File: config.mk
export PLATFORM = sky130hd
export DESIGN_NAME = alu_req_arbiter
export DESIGN_NICKNAME = d
export VERILOG_FILES = /design/src/rtl/alu_req_arbiter.sv
export SDC_FILE = /design/constraint.sdc
export NUM_CORES = 1
export LEC_CHECK = 0
export CAP_MARGIN = 20
export CORE_MARGIN = 2
export CORE_UTILIZATION = 37
export CTS_CLUSTER_SIZE = 16
export DETAILED_ROUTE_END_ITERATION = 6
export PLACE_DENSITY_LB_ADDON = 0.3
export RECOVER_POWER = 25
export SETUP_SLACK_MARGIN = 0.02
export SLEW_MARGIN = 5
export SYNTH_ARGS = -nofsm -noshare
export SYNTH_HDL_FRONTEND = slang
export SYNTH_SLANG_ARGS = --single-unit
File: constraint.sdc
create_clock -name clk -period 1.7 [get_ports clk]
set_input_delay 0.34 -clock clk [delete_from_list [all_inputs] [get_ports clk]]
set_output_delay 0.34 -clock clk [all_outputs]
set_load 0.05 [all_outputs]
File: src/rtl/alu_req_arbiter.sv
// alu_req_arbiter: shares one combinational ALU between two requesters over valid/ready channels.
// Define ALU_ARB_RR_EN for round-robin arbitration; otherwise requester 0 has fixed priority.
module alu_req_arbiter #(
    parameter int W = 4,
    parameter int SEL_W = 3,
    parameter int EXEC_CYCLES = 1
) (
    input  logic             clk,
    input  logic             rst,
    input  logic             req0_valid,
    output logic             req0_ready,
    input  logic [W-1:0]     req0_A,
    input  logic [W-1:0]     req0_B,
    input  logic [SEL_W-1:0] req0_sel,
    input  logic             req1_valid,
    output logic             req1_ready,
    input  logic [W-1:0]     req1_A,
    input  logic [W-1:0]     req1_B,
    input  logic [SEL_W-1:0] req1_sel,
    output logic             rsp_valid,
    input  logic             rsp_ready,
    output logic             rsp_id,
    output logic [W-1:0]     rsp_Y,
    output logic             rsp_carry,
    output logic [W-1:0]     alu_A,
    output logic [W-1:0]     alu_B,
    output logic [SEL_W-1:0] alu_sel,
    input  logic [W-1:0]     alu_Y,
    input  logic             alu_carry,
    output logic             busy
);
    localparam int CW = $clog2(EXEC_CYCLES + 1);
    typedef enum logic [1:0] {IDLE, EXEC, RESP} state_t;
    state_t           state;
    logic [W-1:0]     op_a, op_b;
    logic [SEL_W-1:0] op_sel;
    logic [CW-1:0]    cnt;
    logic             grant, hs;
`ifdef ALU_ARB_RR_EN
    logic last;
    assign grant = (req0_valid && req1_valid) ? !last : !req0_valid;
    always_ff @(posedge clk) begin
        if (rst) last <= 1'b1;
        else if (hs) last <= grant;
    end
`else
    assign grant = !req0_valid;
`endif
    assign req0_ready = !rst && state == IDLE && !grant && req0_valid;
    assign req1_ready = !rst && state == IDLE && grant && req1_valid;
    assign hs = req0_ready || req1_ready;
    // op regs only change on a request handshake, so the ALU inputs hold outside EXEC
    assign alu_A = op_a;
    assign alu_B = op_b;
    assign alu_sel = op_sel;
    always_ff @(posedge clk) begin
        if (rst) begin
            state     <= IDLE;
            op_a      <= '0;
            op_b      <= '0;
            op_sel    <= '0;
            cnt       <= '0;
            rsp_id    <= 1'b0;
            rsp_Y     <= '0;
            rsp_carry <= 1'b0;
            rsp_valid <= 1'b0;
            busy      <= 1'b0;
        end else begin
            case (state)
                IDLE: if (hs) begin
                    op_a   <= grant ? req1_A : req0_A;
                    op_b   <= grant ? req1_B : req0_B;
                    op_sel <= grant ? req1_sel : req0_sel;
                    rsp_id <= grant;
                    cnt    <= CW'(EXEC_CYCLES - 1);
                    busy   <= 1'b1;
                    state  <= EXEC;
                end
                EXEC: if (cnt == '0) begin
                    rsp_Y     <= alu_Y;
                    rsp_carry <= alu_carry;
                    rsp_valid <= 1'b1;
                    state     <= RESP;
                end else begin
                    cnt <= cnt - 1'b1;
                end
                RESP: if (rsp_ready) begin
                    rsp_valid <= 1'b0;
                    busy      <= 1'b0;
                    state     <= IDLE;
                end
                default: state <= IDLE;
            endcase
        end
    end
endmodule

==> results.md <==
- Antenna Violating Nets Remaining: 0
- Post-synth EDFFs: 0
- Skew final: 0.00100 ns
- Worst Path Buf+Inv: 1
- Largest delay share family, worst path: simple AND/OR/NAND/NOR gates
- Core ar.: 0.00245 mm²
- Slew headroom: 58.4%
- Leakage: 0.632 nW
- GRT Overall Usage: 16.9%
- Clock Latency Late Sink: 0.30 ns
- Post-route cell area: 0.00152 mm²
- Pwr Total: 1.29 mW
- HP Class: reg -> reg
- Unrepaired setup endpoints after global routing: yes
- Die Area: 0.00297 mm²
- Startpoint types: flop
- R2R setup slack: 0.33 ns
- Min Tclk post-route: 1.62 ns
- Syn Area/Cell: 10.4 µm²
- Fin crit share: 95.5%
- Crit-path slowest cell: dfxtp_2
- Layout cell share with drive strength beyond 1: 29.1%
- Met2 usage: 31.5%
- Crit-path cells: nor3_4 -> and3b_2 -> buf_12
- Synth warn: 0
- VDD IR max: 547 µV
- Worst R2R End: rsp_carry
- Min-Delay Path Depth: 2
- Initial antenna violation count: 0
- Worst Hold End: rsp_Y[2]
- Initial DRT Pass Iterations: 3
- Final-stage net count: 181
- Worst r2r src: state[0]
- GRT met1 Usage: 18.0%
- Vias per cell: 5.01
- Die width: 54.5 µm
- Synth Register Bits: 21
- Synth area leaders: dfxtp_1 (45%), mux2i_1 (17%), a211oi_2 (11%)
- Max-Cap Viols: 0
- Die Ht: 54.5 µm
- Clk pin slew, worst setup/hold paths: 0.12 ns
- TritonCTS clock tree: built
- Final setup viols: 0
- Global route hottest layer: met2
- Slew @ Worst Pin: 0.626 ns
- Critical path capture point type: primary output
- Mapped Nets: 123
- I/O Buffers: 52
- Final Hold Viols: 0
- Max Freq: 0.616 GHz
- Critical Path Fanout Max: 6
- Fin worst setup slack: 0.0757 ns
- Slew Limit Fails: 0
- Pin count of the biggest net entering global routing: 21
- Hold Crit Start: rsp_Y[2]
- Sink Count: 21
- Vias in the first global route: 823
- Maximum clock path buffer count: 2
- M3 GR Usage: 2.73%
- Critical path type: reg -> out
- Post-synth top cells: dfxtp_1 (21), mux2i_1 (16), a21oi_1 (12), nor2_1 (9), a211oi_2 (8)
- Starting Density: 38.5%
- Post-synth ARST share: 0%
- Count leader, synth: dfxtp_1
- WL final: 2390 µm
- FP Rows: 18
- Seq/Total Area, Yosys: 44.5%
- Netlist cell types: 21
- Via count: 891
- Post-Synthesis Cells: 91
- Mapped cell area: 945 µm²
- Final core occ: 61.8%
- Share of the synthesized area in the top cell type: 44.5%
- Critical Path RT: 1.36 ns
- Pwr/cell area: 852 mW/mm²
- Final HPWL DP: 1830 µm
- Ant diodes: 0
- Routed length per instance: 13.4 µm
- First-pass GRT wire length: 3550 µm
- Slowest cell delay on critical path: 0.38 ns
- DRC errors left: 0
- Htree depth: 1
- Setup Slack @ Placement: -0.0886 ns
- Placed Area: 0.00149 mm²
- Run status: finished clean
- Ys flop type: dfxtp_1
- Gpl congestion: 0.641
- Initial drt markers: 6
- Critical path arrival: 1.28 ns
- CTS Buf Count: 3
- Area Growth Syn to Fin: 60.5%
- R2R depth: 4
- Clk root buf: clkbuf_4
- GR Overflow Total: 0
- Num ports: 53
- Synth area leader: dfxtp_1
worst max path at each step:
stage | startpoint | endpoint | slack [ns] | depth (start not counted)
floorplan | state[1] | req1_ready | 0.06 | 3
global placement | rst | req1_ready | -0.07 | 4
detailed placement | rst | req1_ready | -0.09 | 4
CTS | state[1] | req1_ready | 0.05 | 3
global route | state[0] | req1_ready | 0.005 | 3
finish | state[1] | req1_ready | 0.08 | 3
power by group:
group / switching, mW / total (mW) / internal [mW]
registers: 0.0301 / 0.569 / 0.538
clock network: 0.154 / 0.242 / 0.0879
logic: 0.278 / 0.482 / 0.204
total: 0.462 / 1.29 / 0.830
sequential cells by signal, indices dropped and copies added, names as in the netlist:
name	flops
rsp_carry	1
alu_A	4
alu_B	4
rsp_id	1
alu_sel	3
busy	1
state	2
rsp_Y	4
rsp_valid	1
cells by family after synthesis:
kind of cell	after synthesis	synth area share, %
flops	21	44.5
simple gates	17	10.1
buf+inv	10	6.09
mux	16	17.0
compound gates	27	22.4
layout by cell type (no fill, tap or decap):
cell and count:
dlygate4sd2_1 1, nand3b_1 1, clkdlybuf4s50_1 29, clkbuf_1 3, nor3_4 1, inv_1 2, a211oi_1 5, buf_12 2
and2_4 1, nor2_1 9, mux2i_1 16, nor2b_1 1, clkbuf_4 3, and3b_2 1, a31o_1 1, o21ai_0 1
dfxtp_2 1, buf_4 25, and2_1 1, or2_1 1, nor3b_1 1, dfxtp_1 20, a211oi_2 8, clkinv_2 1
a21oi_1 12, dlygate4sd3_1 1
metal layers:
| metal | vias up | part of all wire (%) |
|---|---|---|
| met5 | - | 0 |
| met4 | 0 | 1.4 |
| met3 | 4 | 7.6 |
| met2 | 31 | 49 |
| met1 | 414 | 42 |
| li1 | 442 | - |
stage by stage:
stage               hold WS (ns)  std cells  setup TNS, ns
floorplan                  0.487         91              0
finish                     0.508        178              0
global placement           0.465        173         -0.102
CTS                        0.516        178              0
detailed placement         0.484        173         -0.153
global route               0.541        178              0
tightest hold or removal path: stages, from the launching register on:
cell	delay, ns
dfxtp_1	0.34
mux2i_1	0.06
nor2_1	0.07
area by class of cell:
class | instances | area, µm²
clock buffers | 3 | 22.5
clock inverters | 1 | 5.00
fillers | 225 | 938
inverters | 2 | 7.51
multi-input cells | 60 | 474
flip-flops and latches | 21 | 422
well taps | 30 | 37.5
repair buffers | 61 | 548
what timing repair did:
item | 4_1_cts | 5_1_grt
hold buffers | 0 | 0
setup buffers | 1 | 0
gates resized for setup | 4 | 1
endpoints found under the setup margin | 2 | 1
pin swaps | 2 | 2
gates cloned | 0 | 0
Power figures use the tool's default switching activity.
==> variant 1 (config.mk and constraints unchanged) <==
Build with the macro `ALU_ARB_RR_EN` defined.
--- a/src/rtl/alu_req_arbiter.sv
+++ b/src/rtl/alu_req_arbiter.sv
@@ -2,2 +2,4 @@
 // Define ALU_ARB_RR_EN for round-robin arbitration; otherwise requester 0 has fixed priority.
+`define ALU_ARB_RR_EN
+
 module alu_req_arbiter #(
Formal check against the unedited RTL: not equivalent (a bounded check fails within 4 cycles, from zero or initial values and one cycle with rst high).
==> variant 1 against the original RTL <==
The flow now finishes with violations (setup timing); fmax down 12%; design area up 8.6%; clock skew increased by 0.0053 ns; setup slack worse by 0.23 ns; final cell count grew 13%; sequential cell count up 1; synthesized cell count up 21%; power up 21%; combinational power up 16%; wire length is 11% higher; area after synthesis grew 4.1%.
==> variant 1: results <==
export IMPL_status="complete, but fails checks"
export IMPL_violations="setup timing"
export IMPL_dr_pass1_iters=4
export IMPL_via_per_inst=5.164
export IMPL_placed_cell_area_um2=1604
export IMPL_post_cts_buffers=0
export IMPL_slew_headroom_pct=60.52
export IMPL_drt_iter0_markers=7
export IMPL_yosysSeqAreaShare_pct=44.78
export IMPL_power_leakage_uw=0.0006478
export IMPL_syn_num_nets=142
export IMPL_critical_path_slowest_cell="or3b_4"
export IMPL_grtUsageTotal_pct=18.45
export IMPL_grt_pass1_vias=1053
export IMPL_grt_max_degree=14
export IMPL_synth_area_top_cells="dfxtp_1 45%, a211oi_1 8.4%, nor3_1 6.6%"
export IMPL_post_place_cells=197
export IMPL_yosysUniqueCellTypes=22
export IMPL_whs_ns=0.4700
export IMPL_post_dp_hpwl_mm=2.036
export IMPL_synth_cells=110
export IMPL_layout_setup_ws_ns=-0.1506
export IMPL_fin_skew_ns=0.006299
export IMPL_gp_congestion=0.7963
export IMPL_layout_drive_gt1_share_pct=25.15
export IMPL_setup_viol=2
export IMPL_peakVddDrop_mv=0.9987
export IMPL_wl_per_cell_um=13.17
export IMPL_cp_arrival_ns=1.51
## variant 1: cell count changes after synthesis, sizes merged, moves of 9 or more
cell	before	now
a2111oi	0	11
a21oi	12	3
inv	2	11
mux2i	16	5
nor3	1	13
## variant 1: metal layers
layer	GRT usage (%)	vias to the layer above	part of all wire, %
met2	34.69	30	52
met5	0	-	0
li1	-	516	-
met4	4.181	0	0.91
met1	19.39	487	40
met3	6.557	5	6.7
## variant 1: worst reg2reg max path, cell delays in order (launching register included)
cell and delay [ns]:
dfxtp_2 0.35, or3b_4 0.39, buf_4 0.18, a211oi_1 0.26, a2111oi_2 0.08
## variant 1: repair_timing
item,CTS,global route
setup endpoints to repair,2,2
pin swaps,4,3
gates resized for setup,6,0
## variant 1: final timing paths
check / startpoint / to / cells past startpoint
worst max-delay path: state[1] / req1_ready / 4
worst min-delay path: alu_sel[2] / alu_sel[2] / 2
worst max register to register: state[1] / alu_sel[1] / 4
worst min register to register: alu_sel[2] / alu_sel[2] / 2
## variant 1: report_power, final
group	switching [µW]	internal (µW)	total (µW)
logic	329	232	561
clock network	162	238	400
registers	31.0	572	603
## variant 1: area by class of cell
type                            instances  area [µm²]  share of cell area (%)
Inverter                               11       41.29                   2.508
Clock buffer                            3       22.52                   1.368
Multi-Input combinational cell         67       471.7                   28.65
Clock inverter                          1       30.03                   1.824
Tap cell                               30       37.54                   2.280
Timing Repair Buffer                   67       600.6                   36.47
Sequential cell                        22       442.9                   26.90
## variant 1: cells by family after synthesis
group / count (synthesis) / synth area share [%]
multiplexers: 5 / 5.089
buffers and inverters: 21 / 9.669
AO/OA/AOI/OAI: 28 / 23.28
AND/OR/NAND/NOR: 34 / 17.18
flip-flops: 22 / 44.78
## variant 1: through the flow
step	util, %	setup WS (ns)
after global routing	65.87	-0.2273
after detailed placement	64.16	-0.2991
final	65.87	-0.1506
after global placement	64.16	-0.2909
after floorplan	-	-0.009476
after CTS	66.47	-0.1962
==> variant 2 (same settings) <==
Without the edit above. Re-encode `state_t` (3 states) as one-hot, 3 bits wide.
--- a/src/rtl/alu_req_arbiter.sv
+++ b/src/rtl/alu_req_arbiter.sv
@@ -32,3 +32,3 @@
     localparam int CW = $clog2(EXEC_CYCLES + 1);
-    typedef enum logic [1:0] {IDLE, EXEC, RESP} state_t;
+    typedef enum logic [2:0] {IDLE = 3'b001, EXEC = 3'b010, RESP = 3'b100} state_t;
     state_t           state;
Function: no difference found for any inputs over 10 cycles, from zero or initial values and one cycle with rst high; not proved beyond that.
==> variant 2 against the original RTL <==
The run now ends with setup timing left; global-route usage rose by 0.67 points; non-clock buffer count increased by 7; fmax is 6.5% lower; area after synthesis up 8.1%; sequential cell count up 1; utilization fell by 2.1 points; setup slack lost 0.11 ns; design area increased by 5.8%; critical path type unchanged; highest routed layer unchanged; power up 8.8%; wire length grew 8.9%; register-to-register slack worse by 0.22 ns; final cell count increased by 4.5%.
==> variant 2: results <==
export IMPL_status="complete, but fails checks"
export IMPL_violations="setup timing"
export IMPL_critical_path_slowest_cell="dfxtp_2"
export IMPL_syn_num_nets=122
export IMPL_ff2ff_path_depth=6
export IMPL_grt_max_degree=21
export IMPL_crit_path_max_incr_delay_ns=0.35
export IMPL_synth_area_top_cells="dfxtp_1 43%, mux2i_1 16%, a211oi_2 9.8%"
export IMPL_hold_depth=2
export IMPL_power_leakage_uw=0.0006448
export IMPL_layout_drive_gt1_share_pct=30.97
export IMPL_layout_setup_ws_ns=-0.03749
export IMPL_post_dp_hpwl_mm=2.053
export IMPL_ant_nets=0
export IMPL_cpLargestDelayFamily="simple AND/OR/NAND/NOR gates"
export IMPL_fin_skew_ns=0.001980
export IMPL_grtUsageTotal_pct=17.56
export IMPL_grt_pass1_vias=934
export IMPL_htree_levels=1
export IMPL_synth_commonest_cells="22 x dfxtp_1, 16 x mux2i_1, 13 x a21oi_1"
export IMPL_peakVddDrop_mv=0.6022
export IMPL_dr_pass1_iters=4
export IMPL_yosysSeqAreaShare_pct=43.14
export IMPL_path_max_fanout=4
export IMPL_via_per_inst=5.070
export IMPL_drt_iter0_markers=16
export IMPL_setup_viol=2
export IMPL_cap_violations=0
export IMPL_cp_arrival_ns=1.40
export IMPL_num_fill_cells=258
export IMPL_clkTransAtPathRegs_ns=0.12
export IMPL_yosysUniqueCellTypes=20
export IMPL_async_flop_share_pct=0
export IMPL_wl_per_cell_um=14.02
export IMPL_grt_pass1_wl_mm=4.416
export IMPL_final_net_count=188
export IMPL_tightest_slew_ns=0.6190
export IMPL_diodes=0
export IMPL_clkLatencyLatePin_ns=0.30
export IMPL_gp_congestion=0.7398
[variant 2: final cells by class]
class	count	share of cell area, %
flip-flops and latches	22	27.77
clock buffers	4	2.262
multi-input cells	61	31.51
repair buffers	68	36.04
well taps	31	2.418
[variant 2: metal layers]
layer	vias to the layer above	wire (µm)	global-route usage (%)
met5	-	0	0
met3	4	207	3.687
met1	437	1034	20.77
met2	37	1325	30.56
met4	0	41	7.143
li1	465	-	-
[variant 2: logic make-up after synthesis]
group | after synthesis | share of synthesized area, %
AOI/OAI and AO/OA | 27 | 20.59
and+or+nand+nor | 18 | 13.85
muxes | 16 | 15.69
buffers and inverters | 7 | 6.740
DFF | 22 | 43.14
[variant 2: path summary, 6_finish.rpt]
kind	endpoint	start	slack [ns]
setup / recovery	req1_ready	state[2]	-0.04
hold / removal	rsp_Y[0]	rsp_Y[0]	0.52
setup reg to reg	alu_A[2]	state[2]	0.11
hold reg to reg	rsp_Y[0]	rsp_Y[0]	0.52
[variant 2: power breakdown]
part	total (µW)	leakage (µW)	internal (µW)	switching, µW
clock network	286	0.0000210	131	155
registers	592	0.000182	564	27.9
logic	527	0.000442	231	296
[variant 2: stage by stage]
step | instances | setup WS (ns) | setup TNS [ns] | area, µm² | power, µW
finish | 186 | -0.03749 | -0.04721 | 1604 | 1405
detailed placement | 177 | -0.2213 | -2.678 | 1567 | 1130
global route | 186 | -0.1092 | -0.1910 | 1604 | 1478
global placement | 177 | -0.1725 | -1.761 | 1567 | 1114
CTS | 184 | -0.06926 | -0.1045 | 1628 | 1426
floorplan | 90 | 0.1007 | 0 | 1021 | 936.2
[variant 2: worst min-delay path, stage by stage (launching register included)]
cell and delay (ns):
dfxtp_1 0.35, mux2i_1 0.07, nor2_1 0.07
[variant 2: repair_timing]
| action | CTS | global route |
|---|---|---|
| buffers inserted | 3 | 2 |
| pin swaps | 2 | 2 |
| gates resized for setup | 3 | 1 |
| endpoints found under the setup margin | 2 | 2 |
